### config.mk
export PLATFORM = sky130hd
export DESIGN_NAME = fifo_burst_drain
export DESIGN_NICKNAME = d
export VERILOG_FILES = /design/src/rtl/fifo_burst_drain.sv
export SDC_FILE = /design/constraint.sdc
export NUM_CORES = 1
export LEC_CHECK = 0
export ABC_CLOCK_PERIOD_IN_PS = 3800
export CAP_MARGIN = 10
export CORE_ASPECT_RATIO = 1.25
export CORE_MARGIN = 4
export CORE_UTILIZATION = 40
export DETAILED_ROUTE_END_ITERATION = 16
export PLACE_DENSITY = 0.7
export SYNTH_ARGS = -nofsm -noshare
export SYNTH_HDL_FRONTEND = slang
export SYNTH_SLANG_ARGS = --single-unit
### constraint.sdc
create_clock -name r_clk -period 3.8 [get_ports r_clk]
set_input_delay 1.14 -clock r_clk [delete_from_list [all_inputs] [get_ports r_clk]]
set_output_delay 1.14 -clock r_clk [all_outputs]
set_load 0.005 [all_outputs]
### src/rtl/fifo_burst_drain.sv
// rtl/fifo_burst_drain.sv - drains the pixel FIFO into SDRAM write bursts through a 2-entry skid buffer
module fifo_burst_drain #(
    parameter int DATA_SIZE       = 16,
    parameter int BURST_LEN       = 4,
    parameter int SDRAM_ADDR_SIZE = 22,
    parameter int FRAME_WORDS     = 76800
) (
    input  logic                       r_clk,
    input  logic                       r_rst,
    input  logic                       frame_start,
    input  logic                       fifo_r_almost_empty,
    input  logic                       fifo_r_empty,
    input  logic [DATA_SIZE-1:0]       fifo_r_data,
    output logic                       fifo_r_en,
    output logic                       burst_req,
    output logic [SDRAM_ADDR_SIZE-1:0] burst_addr,
    input  logic                       burst_grant,
    output logic [DATA_SIZE-1:0]       wr_data,
    output logic                       wr_valid,
    input  logic                       wr_ready,
    output logic                       frame_done,
    output logic                       busy
);
    localparam int CW = $clog2(BURST_LEN + 1);
    localparam logic [CW-1:0] BURST_CNT = CW'(BURST_LEN);
    localparam logic [CW-1:0] LAST_WORD = CW'(BURST_LEN - 1);
    localparam logic [SDRAM_ADDR_SIZE:0] ADDR_STEP = (SDRAM_ADDR_SIZE + 1)'(BURST_LEN);
    localparam logic [SDRAM_ADDR_SIZE:0] FRAME_END = (SDRAM_ADDR_SIZE + 1)'(FRAME_WORDS);

    typedef enum logic [1:0] {IDLE, REQ, STREAM, DONE} state_t;

    state_t                     state_q;
    logic [SDRAM_ADDR_SIZE-1:0] addr_q;
    logic                       start_pend_q;
    logic                       frame_done_q;
    logic [CW-1:0]              rd_cnt_q;
    logic [CW-1:0]              wr_cnt_q;

    logic                       inflight_q;
    logic [DATA_SIZE-1:0]       buf_q [2];
    logic                       head_q;
    logic                       tail_q;
    logic [1:0]                 occ_q;
    logic [1:0]                 occ_d;

    logic                       push;
    logic                       pop;
    logic                       room;
    logic [SDRAM_ADDR_SIZE:0]   addr_inc_d;
    logic                       wrap_d;

    assign push = inflight_q;
    assign pop  = wr_valid & wr_ready;

    // A word leaving this cycle frees its slot, which keeps the stream at one word per cycle.
    assign room = ({1'b0, occ_q} + {2'b0, inflight_q}) < (3'd2 + {2'b0, pop});

    assign fifo_r_en = (state_q == STREAM) & ~fifo_r_empty & (rd_cnt_q < BURST_CNT) & room;

    assign addr_inc_d = {1'b0, addr_q} + ADDR_STEP;
    assign wrap_d     = (addr_inc_d == FRAME_END);

    assign burst_req  = (state_q == REQ);
    assign busy       = (state_q != IDLE);
    assign burst_addr = addr_q;
    assign frame_done = frame_done_q;
    assign wr_valid   = (occ_q != 2'd0);
    assign wr_data    = buf_q[head_q];

    always_comb begin
        occ_d = occ_q;
        case ({push, pop})
            2'b10:   occ_d = occ_q + 2'd1;
            2'b01:   occ_d = occ_q - 2'd1;
            default: occ_d = occ_q;
        endcase
    end

    always_ff @(posedge r_clk) begin
        if (r_rst) begin
            state_q      <= IDLE;
            addr_q       <= '0;
            start_pend_q <= 1'b0;
            frame_done_q <= 1'b0;
            rd_cnt_q     <= '0;
            wr_cnt_q     <= '0;
        end else begin
            frame_done_q <= 1'b0;
            if (fifo_r_en) begin
                rd_cnt_q <= rd_cnt_q + CW'(1);
            end
            if (pop) begin
                wr_cnt_q <= wr_cnt_q + CW'(1);
            end
            case (state_q)
                IDLE: begin
                    rd_cnt_q <= '0;
                    wr_cnt_q <= '0;
                    if (frame_start) begin
                        addr_q <= '0;
                    end
                    if (!fifo_r_almost_empty) begin
                        state_q <= REQ;
                    end
                end
                REQ: begin
                    if (frame_start) begin
                        start_pend_q <= 1'b1;
                    end
                    if (burst_grant) begin
                        state_q <= STREAM;
                    end
                end
                STREAM: begin
                    if (frame_start) begin
                        start_pend_q <= 1'b1;
                    end
                    if (pop && (wr_cnt_q == LAST_WORD)) begin
                        state_q <= DONE;
                    end
                end
                DONE: begin
                    state_q      <= IDLE;
                    start_pend_q <= 1'b0;
                    frame_done_q <= wrap_d;
                    // A pending frame restart overrides the increment but never raises frame_done itself.
                    if (wrap_d || start_pend_q || frame_start) begin
                        addr_q <= '0;
                    end else begin
                        addr_q <= addr_inc_d[SDRAM_ADDR_SIZE-1:0];
                    end
                end
                default: state_q <= IDLE;
            endcase
        end
    end

    always_ff @(posedge r_clk) begin
        if (r_rst) begin
            inflight_q <= 1'b0;
            occ_q      <= 2'd0;
            head_q     <= 1'b0;
            tail_q     <= 1'b0;
            buf_q[0]   <= '0;
            buf_q[1]   <= '0;
        end else begin
            inflight_q <= fifo_r_en;
            occ_q      <= occ_d;
            if (push) begin
                buf_q[tail_q] <= fifo_r_data;
                tail_q        <= ~tail_q;
            end
            if (pop) begin
                head_q <= ~head_q;
            end
        end
    end
endmodule

# Word level (Yosys, flattened, before mapping)
# Memory sizes are Yosys's and may differ from the RTL's. A register that Yosys moved wholly into a read port is not among the register bits.
# Cells that the tools add are included.
[totals] regBits=37 latchBits=0 ram_bits=32 mem_bits_ro=0 inputBits=23 out_inout_bits=43 wordCells=76 n_memories=1
[classes] n_addsub=7 n_mul=0 n_div=0 n_lt_le_gt_ge=2 eq_ne=12 n_shift=0 mux=20 bitwise_logic=8 reduce_logical=16
[mem_list] name="buf_q" depth=2 word_bits=16 rd=1 rd_clocked_by_memory_dff=1 write_ports=2 line="40" rtl="logic [DATA_SIZE-1:0] buf_q [2];"
[ops] operator="$mux 22" n=2
[ops] operator="$pmux 22 s2" n=1
[ops] operator="$add 22x3->23 const B" n=1
[ops] operator="$eq 23x17->1 const B" n=1
[ops] operator="$mux 16" n=1
[ops] operator="$reduce_or 16->1" n=1
[ops] operator="$mux 1" n=10
[ops] operator="$reduce_bool 2->1" n=5
[ops] operator="$pmux 2 s4" n=1
[ops] operator="$add 3x1->3 const B" n=2
[ops] operator="$eq 2x2->1 const B" n=3
[ops] operator="$mux 2" n=3
[ops] operator="$ne 2x1->1 const B" n=3
[ops] operator="$reduce_or 2->1" n=3
[ops] operator="$and 1x1->1" n=4
[ops] operator="$eq 2x1->1 const B" n=2
[ops] operator="$ne 2x2->1 const B" n=2
[ops] operator="$not 1->1" n=4
[ops] operator="$pmux 2 s2" n=1
[ops] operator="$reduce_and 2->1" n=2
[ops] operator="$add 2x1->3" n=1
[ops] operator="$add 2x1->3 const A" n=1
[ops] operator="$eq 3x2->1 const B" n=1
[ops] operator="$lt 3x3->1" n=1
[ops] operator="other kinds (8)" n=9

# Longest topological paths before layout
# Gate-level depths: netlist of the first run.
[logic_depth] depth_word=6 mapped_depth=9 ltp_nobuf=8

# Least setup slack after synthesis of the first run
# OpenSTA, ideal clock, no wires.
[synth_path] kind="input to register" from="input port frame_start" to="register addr_q[12] (netlist: burst_addr[12])" setup_ps=62 t_arrival_ps=2792 required_ps=3738 setup_slack_ps=947 cell_stages=6 n_path_buf=2 path_cell_list="or4b_2 clkbuf_1 or2_2 clkbuf_1 or3_1 nand3_1"
[synth_between] elab_chain_cells=3 elab_cells_between_ends=5 cone_classes="eq/ne: 1; mux: 2; reduce/logical: 2"
[synth_lines] element="from (decl)" line="10" rtl="input logic frame_start,"
[synth_lines] element="$logic_or 1x1->1" line="127" rtl="if (wrap_d || start_pend_q || frame_start) begin"
[synth_lines] element="$mux 22" line="127"
[synth_lines] element="$pmux 22 s2" line="95" rtl="case (state_q)"
[synth_lines] element="to (signal assigned)" line="130" rtl="addr_q <= addr_inc_d[SDRAM_ADDR_SIZE-1:0];"
[synth_lines] element="to (decl)" line="33" rtl="logic [SDRAM_ADDR_SIZE-1:0] addr_q;"
# Parallel ways exist; a longest one is shown, timed or not.
# A chain may end at the register's enable or synchronous reset.

# Final worst setup path of the first run
[layout_path] from="input port wr_ready" to="output port fifo_r_en"
[layout_between] elab_chain_cells=4
[layout_lines] element="from (decl)" line="20" rtl="input logic wr_ready,"
[layout_lines] element="$and 1x1->1" line="53" rtl="assign pop = wr_valid & wr_ready;"
[layout_lines] element="$add 2x1->3" line="56" rtl="assign room = ({1'b0, occ_q} + {2'b0, inflight_q}) < (3'd2 + {2'b0, pop});"
[layout_lines] element="$lt 3x3->1" line="56"
[layout_lines] element="$and 1x1->1" line="58" rtl="assign fifo_r_en = (state_q == STREAM) & ~fifo_r_empty & (rd_cnt_q < BURST_CNT) & room;"
[layout_lines] element="to (decl)" line="14" rtl="output logic fifo_r_en,"
# No other way between the ends.

==> out/results.tsv, run 1 <==
metric	value	unit
cp.arrival	2540	ps
insertion_delay	340	ps
grt_pass1_vias	2802	
clock_tree.root_cell	clkbuf_8	
skew	8.05	ps
stdcell_count	550	
final-setup-viol-count	0	
fin_setup_tns	0	ps
tightest_slew	739	ps
synthTopCellsByArea	edfxtp_1 (27%), dfxtp_1 (20%), mux2_2 (5.7%)	
core-area	8700	sq um
cts.clk_slew.worst_paths	70	ps
die-area	10600	sq um
crit_type	input port to output port	
nets	460	
post_cts_resize_count	0	
worst_path_most_repeated_cell	clkdlybuf4s50_1	
cp_cell_sequence	clkdlybuf4s50_1, nand2_1, o21ai_0, and4b_1, clkdlybuf4s50_1	
antenna_found_initial	0	
synth_area	3590	sq um
p_leak	1.63	nW
synth_cells	370	
place.gp.congestion	0.894	
ys.flop_type	dfxtp_1	
syn_area_per_cell	9.70	sq um
io_buffers	63	
die_x	92.7	um
cap_violations	0	
hold_path_class	flop to flop	
routed_wl	7650	um
row_count	38	
critPathMaxStageDelay	510	ps
synth.distinct_cells	50	
final-hold-violation-count	0	
yosys_warnings	0	
holdBufCountCts	0	
drt-initial-drc-count	84	
cts_buffer_depth	2	
cts_sinks	68	
cpMaxStageDelayCell	clkdlybuf4s50_1	
peakVddDrop	177	uV
wl_per_cell	13.9	um
start_util	41.2	%
rsz0062_at_grt	no	
antenna_cells	0	
synth_area_leader_cell	edfxtp_1	
post_cts_buffers	0	
num_vias	2827	
ant_nets	0	
hpwlAfterDp	5480	um
fin_crit	3680	ps
outcome	complete, no violations	
synth.ff_latch_count	68	
drc	0	
grt_overflow	0	
cts_inserted_buffers	9	
async_flop_share	0	%
cts_htree_levels	3	
cp_top_family	buffers and inverters	
synth_edf_count	32	
dr.pass1.iters	5	
worst_setup_path_end_kind	output port	
viasPerCell	5.14	
relSlewSlack	50.7	%
io_pins	66	
grt_max_degree	18	
grt.total_usage	15.3	%
synth_top_area_share	26.8	%
cellPowerDensity	416	nW/um^2
start_kind	input port	
cts_tree	yes	
slew_viol_final	0	
area_growth	26.3	%
drive_above_1_share	11.9	%
finalCritPeriodShare	96.9	%
numPlacedInstances	534	
num-fill-cells	804	
grt_pass1_wl	12900	um
die_h	114	um
worstPathMaxFanout	3	
max_freq	271	MHz
ys_seq_area_share	46.9	%
crit_buf_inv	2	
required	2660	ps
state kept, by name (all words and copies together) (netlist names), named ones only:
register / flops
buf_q: 32
burst_addr: 20
frame_done: 1
head_q: 1
inflight_q: 1
occ_q: 2
rd_cnt_q: 3
start_pend_q: 1
state_q: 2
tail_q: 1
wr_cnt_q: 3
cells in the final DEF (no fill, tap or decap), types with 4 or more instances in the layout:
| cell | synthesis | layout |
|---|---|---|
| buf_4 | 3 | 7 |
| nor3b_1 | 4 | 4 |
| and4_1 | 4 | 4 |
| nor4_1 | 4 | 4 |
| o21ai_0 | 15 | 15 |
| mux2_2 | 18 | 18 |
| and2_1 | 32 | 32 |
| clkdlybuf4s50_1 | 0 | 63 |
| a211oi_1 | 4 | 4 |
| nor2_1 | 26 | 26 |
| xor2_1 | 6 | 6 |
| nand3_1 | 21 | 21 |
| nor3_1 | 9 | 9 |
| inv_1 | 9 | 9 |
| nand2_1 | 29 | 29 |
| mux2i_1 | 4 | 4 |
| edfxtp_1 | 32 | 32 |
| and3_1 | 4 | 4 |
| xnor2_1 | 9 | 9 |
| or3_1 | 11 | 11 |
| ha_1 | 12 | 12 |
| clkbuf_8 | 0 | 10 |
| a21oi_1 | 11 | 11 |
| nand4_1 | 5 | 5 |
| dfxtp_1 | 36 | 36 |
| or2_2 | 6 | 6 |
where the power goes:
group	total [mW]	switching, mW	internal, mW
clock network	0.667	0.280	0.387
logic	0.370	0.164	0.206
registers	0.849	0.0348	0.814
total	1.89	0.479	1.41
Yosys cell counts (3+ instances only):
library cell and number:
a211oi_1 4, a21oi_1 11, and2_1 32, and3_1 4, and4_1 4, buf_1 3, buf_2 3, buf_4 3
clkbuf_1 16, dfxtp_1 36, edfxtp_1 32, ha_1 12, inv_1 9, mux2_2 18, mux2i_1 4, nand2_1 29
nand2b_1 3, nand3_1 21, nand3b_1 3, nand4_1 5, nor2_1 26, nor3_1 9, nor3b_1 4, nor4_1 4
o211ai_1 3, o21ai_0 15, o31ai_1 3, or2_2 6, or3_1 11, xnor2_1 9, xor2_1 6
stage by stage:
step	hold WS (ps)	setup slack (ps)	total power [mW]	instance area, sq um	util, %
finish	454	117	1.89	4530	52.1
global route	483	54.5	1.98	4530	52.1
CTS	457	112	1.91	4530	52.1
detailed placement	447	120	1.24	4310	49.5
global placement	436	135	1.23	4310	49.5
floorplan	427	947	1.08	3590	-
per-layer routing:
layer / wire length (um) / track usage, %
met1: 3380 / 18.0
met2: 3790 / 26.9
met3: 366 / 3.03
met4: 114 / 6.55
met5: 0 / 0
final timing paths:
check / start / slack (ps) / end / depth (start not counted)
setup / recovery: wr_ready / 120 / fifo_r_en / 5
hold / removal: start_pend_q / 450 / start_pend_q / 2
setup reg to reg: burst_addr[3] / 590 / burst_addr[4] / 8
hold reg to reg: start_pend_q / 450 / start_pend_q / 2
area by class of cell:
class                      count  area (sq um)  area share [%]
inverter                      10          37.5           0.829
tap                          120           150            3.31
multi-input combinational    266          1750            38.7
clock inverter                 6          86.3            1.91
timing repair buffer          70           683            15.1
clock buffer                  10           138            3.04
sequential                    68          1680            37.1
worst reg2reg max path, cell delays in order, from the launching register on:
cell	delay (ps)
dfxtp_1	550
ha_1	390
nand4_1	230
nor3_1	600
mux2_2	430
nor2_1	100
and4b_4	290
nand2b_1	330
o21ai_0	170
cells by family (layout without fill, tap and decap cells):
family	after synthesis	after routing	synth area share [%]
muxes	22	22	6.77
DFF	68	68	46.9
adders and majority gates	12	12	4.19
other	1	2	0.105
buffers and inverters	37	96	4.36
xor gates and xnor gates	15	15	3.66
AOI/OAI and AO/OA	46	46	7.99
and+or+nand+nor	169	169	26.1
No activity file was read; power rests on OpenSTA's default activity.
==> inputs of run 2 (changes only) <==
GPL_TIMING_DRIVEN = 0   (was not set)
==> run 2 against run 1 <==
Compared with the run above:
- setup slack worse by 28 ps
- final cell count is 3.6% higher
- combinational power is 4% higher
- sequential share of layout area is 0.12 points lower
- clock-buffer cell count is 1 higher
- die area stayed put
- critical path depth stayed put
- global-route usage is 0.59 points higher
- clock skew is 2.1 ps lower
- highest routed layer unchanged
- non-clock buffer count is 20 higher
==> out/results.tsv, run 2 (same netlist as run 1, synthesis figures left out) <==
metric	value	unit
die-area	10600	sq um
io_buffers	63	
finalCritPeriodShare	97.7	%
cp_top_family	buffers and inverters	
io_pins	66	
critPathMaxStageDelay	500	ps
hold_depth	2	
cellPowerDensity	382	nW/um^2
drive_above_1_share	12.0	%
clock_tree.root_cell	clkbuf_8	
worst_setup_path_end_kind	output port	
min-delay-start	start_pend_q	
crit_type	input port to output port	
final_core_util	52.2	%
tightest_slew	848	ps
wl_per_cell	14.1	um
p_leak	1.64	nW
antenna_cells	0	
peakVddDrop	173	uV
outcome	complete, no violations	
drc	0	
stdcell_count	570	
grt_pass1_wl	13300	um
regToRegSetupSlack	490	ps
largest-register	buf_q	
crit_buf_inv	2	
cts_tree	yes	
ant_nets	0	
core-area	8700	sq um
cpMaxStageDelayCell	clkdlybuf4s50_1	
worstPathMaxFanout	3	
skew	5.96	ps
area_growth	26.7	%
place.gp.congestion	0.888	
grt_overflow	0	
die_h	114	um
dr.pass1.iters	4	
pre_cts_ws	-140	ps
slew_viol_final	0	
final-hold-violation-count	0	
largest_register_ff_count	32	
power	1.73	mW
final_common_cell	clkdlybuf4s50_1	
nets	480	
hold_path_class	flop to flop	
start_kind	input port	
rsz0062_at_grt	no	
cp_cell_sequence	clkdlybuf4s50_1, nand2_1, o21ai_0, and4b_2, clkdlybuf4s50_1	
routed_wl	8060	um
grt_pass1_vias	2834	
holdBufCountCts	0	
final-setup-viol-count	0	
hpwlAfterDp	5780	um
hold_end	start_pend_q	
numPlacedInstances	554	
stdcell_area	4540	sq um
grt.total_usage	15.9	%
cts_inserted_buffers	9	
fin_crit	3710	ps
cts_htree_levels	3	
whs	453	ps
route.met3.wl	384	um
reg2reg_from	burst_addr[2]	
final_cell_mix	clkdlybuf4s50_1 (63), dfxtp_1 (36), and2_1 (32), edfxtp_1 (32), nand2_1 (29)	
start_util	41.2	%
wirelength_met1	3610	um
num_vias	2890	
setup_ws	88.7	ps
worst_path_most_repeated_cell	clkdlybuf4s50_1	
max_freq	269	MHz
drt-initial-drc-count	103	
r2r_end	burst_addr[6]	
antenna_found_initial	0	
fin_setup_tns	0	ps
row_count	38	
r2r_cells	9	
cp.arrival	2570	ps
grt_max_degree	17	
viasPerCell	5.07	
route.top_layer_used	met4	
cts_buffer_depth	2	
cts.clk_slew.worst_paths	70	ps
die_x	92.7	um
cap_violations	0	
cts_sinks	68	
required	2660	ps
wl_met2	3880	um
relSlewSlack	43.4	%
insertion_delay	340	ps
place_area	4380	sq um
## run 2: cell types whose count changed in the layout (fill, tap and decap cells not counted), sizes merged
cell,delta
buf,+3
inv,-1
bufinv,-2
clkbuf,+18
clkinvlp,-1
clkinv,+3
## run 2: power by group
part / switching [mW] / internal (mW) / total (mW)
registers: 0.0265 / 0.814 / 0.841
clock network: 0.267 / 0.241 / 0.508
logic: 0.180 / 0.206 / 0.386
total: 0.473 / 1.26 / 1.73
## run 2: area by class of cell
| cell class | count | area [sq um] |
|---|---|---|
| plain buffers | 26 | 115 |
| clock buffers | 11 | 135 |
| clock inverters | 5 | 28.8 |
| fillers | 816 | 4160 |
| inverters | 10 | 37.5 |
| multi-input cells | 266 | 1760 |
| flip-flops and latches | 68 | 1680 |
| well taps | 120 | 150 |
| repair buffers | 64 | 638 |
## run 2: routing by layer
| layer | global-route usage, % | up-vias |
|---|---|---|
| met1 | 19.4 | 1348 |
| met3 | 3.30 | 16 |
| li1 | - | 1454 |
| met5 | 0 | - |
| met4 | 7.62 | 0 |
| met2 | 26.7 | 72 |
## run 2: what timing repair did
item	4_1_cts	5_1_grt
buffers inserted	0	1
pin swaps	1	1
resized for setup	1	0
gates cloned	0	0
endpoints found under the setup margin	1	1
## run 2: worst max-delay path by stage
stage / startpoint / end / slack (ps) / depth (start not counted)
2_1_floorplan: frame_start / burst_addr[12] / 950 / 6
3_3_place_gp: wr_ready / fifo_r_en / -120 / 6
3_5_place_dp: wr_ready / fifo_r_en / -140 / 6
4_1_cts: wr_ready / fifo_r_en / 1 / 5
5_1_grt: wr_ready / fifo_r_en / 30 / 5
6_report: wr_ready / fifo_r_en / 90 / 5
## run 2: worst min-delay path, stage by stage (launching register included)
cell and delay [ps]:
dfxtp_1 310, nand2_1 50, a21oi_1 50
